**src/rtl/switch_debouncer.sv**
```systemverilog
// Switch debouncer: two-flop synchronizer feeding a four-state stability FSM
// that emits a clean level, one-cycle edge ticks and a saturating bounce count.
module switch_debouncer #(
    parameter int STABLE_CYCLES = 1000000,
    parameter int CNT_W         = $clog2(STABLE_CYCLES)
) (
    input  logic       clk,
    input  logic       reset,
    input  logic       sw,
    output logic       db_level,
    output logic       rise_tick,
    output logic       fall_tick,
    output logic [7:0] bounce_cnt
);

    typedef enum logic [1:0] {
        ZERO  = 2'd0,
        WAIT1 = 2'd1,
        ONE   = 2'd2,
        WAIT0 = 2'd3
    } state_t;

    localparam logic [CNT_W-1:0] CNT_LOAD = CNT_W'(STABLE_CYCLES - 1);
    localparam logic [CNT_W-1:0] CNT_ZERO = {CNT_W{1'b0}};
    localparam logic [CNT_W-1:0] CNT_ONE  = {{(CNT_W-1){1'b0}}, 1'b1};

    logic             sync1_r;
    logic             sw_s;
    state_t           state_r;
    state_t           state_next_s;
    logic [CNT_W-1:0] cnt_r;
    logic [CNT_W-1:0] cnt_next_s;
    logic             bounce_inc_s;
    logic [7:0]       bounce_next_s;
    logic             level_next_s;
    logic             rise_next_s;
    logic             fall_next_s;

    // Two-flop synchronizer for the raw switch input
    always_ff @(posedge clk or posedge reset) begin
        if (reset) begin
            sync1_r <= 1'b0;
            sw_s    <= 1'b0;
        end else begin
            sync1_r <= sw;
            sw_s    <= sync1_r;
        end
    end

    // Next-state, window counter and bounce-event decode
    always_comb begin
        state_next_s = ZERO;
        cnt_next_s   = cnt_r;
        bounce_inc_s = 1'b0;
        case (state_r)
            ZERO: begin
                if (sw_s) begin
                    state_next_s = WAIT1;
                    cnt_next_s   = CNT_LOAD;
                end else begin
                    state_next_s = ZERO;
                end
            end
            WAIT1: begin
                if (!sw_s) begin
                    state_next_s = ZERO;
                    bounce_inc_s = 1'b1;
                end else if (cnt_r == CNT_ZERO) begin
                    state_next_s = ONE;
                end else begin
                    state_next_s = WAIT1;
                    cnt_next_s   = cnt_r - CNT_ONE;
                end
            end
            ONE: begin
                if (!sw_s) begin
                    state_next_s = WAIT0;
                    cnt_next_s   = CNT_LOAD;
                end else begin
                    state_next_s = ONE;
                end
            end
            WAIT0: begin
                if (sw_s) begin
                    state_next_s = ONE;
                    bounce_inc_s = 1'b1;
                end else if (cnt_r == CNT_ZERO) begin
                    state_next_s = ZERO;
                end else begin
                    state_next_s = WAIT0;
                    cnt_next_s   = cnt_r - CNT_ONE;
                end
            end
            default: begin
                state_next_s = ZERO;
                cnt_next_s   = cnt_r;
                bounce_inc_s = 1'b0;
            end
        endcase
    end

    // Output decode from the next state so outputs change on the same edge as the state
    always_comb begin
        level_next_s = (state_next_s == ONE) || (state_next_s == WAIT0);
        rise_next_s  = (state_r == WAIT1) && (state_next_s == ONE);
        fall_next_s  = (state_r == WAIT0) && (state_next_s == ZERO);
        if (bounce_inc_s && (bounce_cnt != 8'hFF)) begin
            bounce_next_s = bounce_cnt + 8'd1;
        end else begin
            bounce_next_s = bounce_cnt;
        end
    end

    // FSM, counter and registered outputs
    always_ff @(posedge clk or posedge reset) begin
        if (reset) begin
            state_r    <= ZERO;
            cnt_r      <= CNT_ZERO;
            db_level   <= 1'b0;
            rise_tick  <= 1'b0;
            fall_tick  <= 1'b0;
            bounce_cnt <= 8'd0;
        end else begin
            state_r    <= state_next_s;
            cnt_r      <= cnt_next_s;
            db_level   <= level_next_s;
            rise_tick  <= rise_next_s;
            fall_tick  <= fall_next_s;
            bounce_cnt <= bounce_next_s;
        end
    end

endmodule
```
**config.mk**
```make
export PLATFORM = sky130hd
export DESIGN_NAME = switch_debouncer
export DESIGN_NICKNAME = d
export VERILOG_FILES = /design/src/rtl/switch_debouncer.sv
export SDC_FILE = /design/constraint.sdc
export NUM_CORES = 1
export LEC_CHECK = 0
export BUFFER_PORTS_ARGS = -buffer_cell sky130_fd_sc_hd__buf_2
export CORE_MARGIN = 2
export CORE_UTILIZATION = 52
export CTS_CLUSTER_DIAMETER = 200
export CTS_CLUSTER_SIZE = 8
export DETAILED_ROUTE_END_ITERATION = 12
export HOLD_SLACK_MARGIN = 0.06
export PLACE_DENSITY = 0.81
export SLEW_MARGIN = 20
export SYNTH_ARGS = -nofsm -noshare
export SYNTH_HDL_FRONTEND = slang
export SYNTH_SLANG_ARGS = --single-unit
export TNS_END_PERCENT = 1
```
**constraint.sdc**
```tcl
create_clock -name clk -period 2.13 [get_ports clk]
set_input_delay 0.426 -clock clk [delete_from_list [all_inputs] [get_ports clk]]
set_output_delay 0.426 -clock clk [all_outputs]
set_load 0.1 [all_outputs]
```
==> results.json <==
{
  "outcome": "finished clean",
  "die_h_um": 61.0,
  "required_ps": 2330,
  "stdcell_count": 244,
  "crit_buf_inv": 1,
  "dp_cells": 233,
  "grt_pass1_vias": 1441,
  "max_clock_freq_ghz": 0.481,
  "clock_sinks": 34,
  "cts_tree": "yes",
  "overflow": 0,
  "postRouteAntennaNets": 0,
  "reg2regPathDepth": 6,
  "slew_violations": 0,
  "area_growth_pct": 17.3,
  "avgViaCountPerCell": 5.71,
  "hp-class": "in -> async",
  "clockRootBuffer": "clkbuf_4",
  "path_clk_slew_ps": 100,
  "syn_inst": 169,
  "synth-simple-area-share_pct": 24.4,
  "drt_first_pass_iters": 4,
  "drive_gt1_share_pct": 24.0,
  "worstMarginPinSlew_ps": 679,
  "routedWlPerCell_um": 14.2,
  "ys_seq_area_share_pct": 50.4,
  "yosysUniqueCellTypes": 40,
  "fin_area_um2": 1980,
  "portBuffers": 13,
  "maxCapViolations": 0,
  "holdBufCountCts": 0,
  "ys_ff_latch": 34,
  "rrSetupSlack_ps": 50,
  "ioPinCount": 14,
  "drc_errors": 0,
  "crit_path_start_kind": "register",
  "crit_slowest_cell": "or4_4",
  "period_needed_ps": 2080,
  "critPathMaxFanout": 4,
  "yosys.area_share.xor_xnor_pct": 6.22,
  "cts_max_path_buffers": 2,
  "fp.coreArea_um2": 3080,
  "cp_cell_sequence": "or4_4 -> nor4_4 -> buf_4 -> nor3_1 -> a211oi_1 -> a31oi_1",
  "cts_buffers": 5,
  "setup_viol": 0,
  "post_cts_resize_count": 0,
  "fillers": 261,
  "avgSynthCellArea_um2": 9.99,
  "fp.dieArea_um2": 3720,
  "place.gp.congestion": 0.878,
  "start_util_pct": 54.9,
  "syn_nets": 174,
  "route.vias.total": 1393,
  "power.leakage_nw": 0.870,
  "rsz0062_at_grt": "true",
  "max-vdd-ir-drop_uv": 661,
  "final_cell_mix": "dfrtp_1 (31), nand2_1 (22), nor2_1 (16)",
  "netlist_area_um2": 1690,
  "p_per_area_nw_per_um2": 926,
  "antenna_found_initial": 0,
  "crit_family": "simple AND/OR/NAND/NOR gates",
  "final_util_pct": 64.3,
  "hold_viol_final": 0,
  "fin_worst_skew_ps": 9.22,
  "drt_iter0_drc": 66,
  "h-tree-depth": 2,
  "yosysWarnings": 0,
  "synth_compound_area_share_pct": 14.1,
  "grt_pass1_wl_mm": 6.10,
  "synth_fa_ha_area_share_pct": 1.48,
  "die_width_um": 61.0,
  "synth_top_family_by_area": "simple AND/OR/NAND/NOR gates",
  "placed_area_um2": 1880,
  "maxSlewHeadroom_pct": 54.7,
  "finalCritPeriodShare_pct": 97.6,
  "place_hpwl_mm": 2.50,
  "r2r_start": "cnt_r[10]",
  "crit_type": "reg -> reg",
  "insertion_delay_ps": 340,
  "crit_arrival_ps": 2280,
  "routed_wl_mm": 3.46,
  "grt_use_total_pct": 22.7,
  "synthMuxAreaShare_pct": 1.26,
  "critPathCaptureType": "register",
  "final_common_cell": "dfrtp_1",
  "fin_tns_setup_ps": 0,
  "slowest_delay_ps": 580,
  "n_antenna_cell": 0,
  "grt_max_degree": 21,
  "num_rows": 20,
  "nets": 204,
  "worst_r2r_endpoint": "cnt_r[18]"
}
-- per-layer routing --
metal	part of all wire, %	vias up	global-route usage, %
met4	2.8	0	10.9
met5	0	-	0
met2	49	26	38.7
li1	-	673	-
met1	44	683	27.0
met3	3.9	11	5.33
-- report_power, final --
| group | switching (mW) | internal [mW] | total [mW] | leakage [nW] |
|---|---|---|---|---|
| sequential | 0.0913 | 0.719 | 0.810 | 0.401 |
| combinational | 0.470 | 0.116 | 0.586 | 0.424 |
| clock | 0.213 | 0.225 | 0.438 | 0.0446 |
| total | 0.775 | 1.06 | 1.83 | 0.870 |
-- layout make-up --
class                      count  area, um2  share of cell area, %
tap                           44       55.1                   2.78
multi-input combinational    128        811                   40.9
timing repair buffer          27        170                   8.59
clock buffer                   8       78.8                   3.98
inverter                       3       11.3                  0.569
sequential                    34        855                   43.1
-- logic make-up (layout without fill, tap and decap cells) --
logic type | count (synthesis) | in the layout
adders and majority gates | 2 | 2
AOI/OAI and AO/OA | 36 | 36
DFF | 34 | 34
and+or+nand+nor | 76 | 76
xor gates and xnor gates | 12 | 12
muxes | 2 | 2
buffers and inverters | 7 | 38
-- how the worst max path moves through the flow --
stage,from,end,cells past startpoint
5_1_grt,cnt_r[1],cnt_r[8],6
4_1_cts,cnt_r[15],cnt_r[18],6
2_1_floorplan,bounce_cnt[0],bounce_cnt[7],6
3_5_place_dp,cnt_r[10],cnt_r[5],5
6_report,cnt_r[10],cnt_r[18],6
3_3_place_gp,cnt_r[10],cnt_r[17],5
-- cell usage after synthesis --
library cell	number	share of area [%]
a31oi_1	7	2.6
or2_2	2	0.74
a21oi_1	8	2.4
buf_2	1	0.30
nand3_1	6	1.8
inv_1	3	0.67
and4_1	1	0.52
a22o_1	3	1.6
ha_1	2	1.5
mux2i_1	1	0.59
or4_1	1	0.44
o41ai_1	1	0.52
xnor2_1	8	4.1
clkbuf_1	2	0.44
nor3_1	7	2.1
o31ai_1	2	0.89
nor2b_1	1	0.37
o21ai_0	5	1.5
a21oi_2	2	1.0
nand2b_1	4	1.5
or4_4	1	0.67
mux2_1	1	0.67
nor4_1	4	1.5
o22ai_1	2	0.74
a41oi_1	1	0.52
o2bb2ai_1	1	0.52
dfrtp_1	34	50
a211oi_1	1	0.44
a31o_2	1	0.52
nor2_1	16	3.6
nor4_2	1	0.74
nor3b_1	3	1.3
nor4_4	2	2.5
a2bb2oi_1	1	0.52
nand2_1	22	4.9
o21a_1	1	0.44
xor2_1	4	2.1
and3_1	3	1.1
nand4_1	2	0.74
buf_6	1	0.67
-- sequential cells by signal, indices dropped and copies added (netlist names) --
name	count
cnt_r	20
bounce_cnt	8
sw_s	1
state_r	1
sync1_r	1
fall_tick	1
db_level	1
rise_tick	1
-- timing repair --
item                       4_1_cts  5_1_grt
hold endpoints to repair         0        0
setup endpoints to repair        1        8
setup buffers                    3        0
pin swaps                        1        2
-- per-stage QoR --
stage	setup WS, ps	power, mW	hold slack (ps)
after detailed placement	16.2	1.41	336
after CTS	72.1	1.84	96.5
after global placement	113	1.39	339
final	51.6	1.83	90.5
after global routing	-93.1	1.93	119
after floorplan	8.74	1.29	331
-- worst reg2reg max path, delay by kind of cell (launching register included) --
kind | cells | cell delay (ps)
compound gates | 2 | 320
buf+inv | 1 | 190
flops | 1 | 390
simple gates | 3 | 1050
No activity file was read; power rests on OpenSTA's default activity.
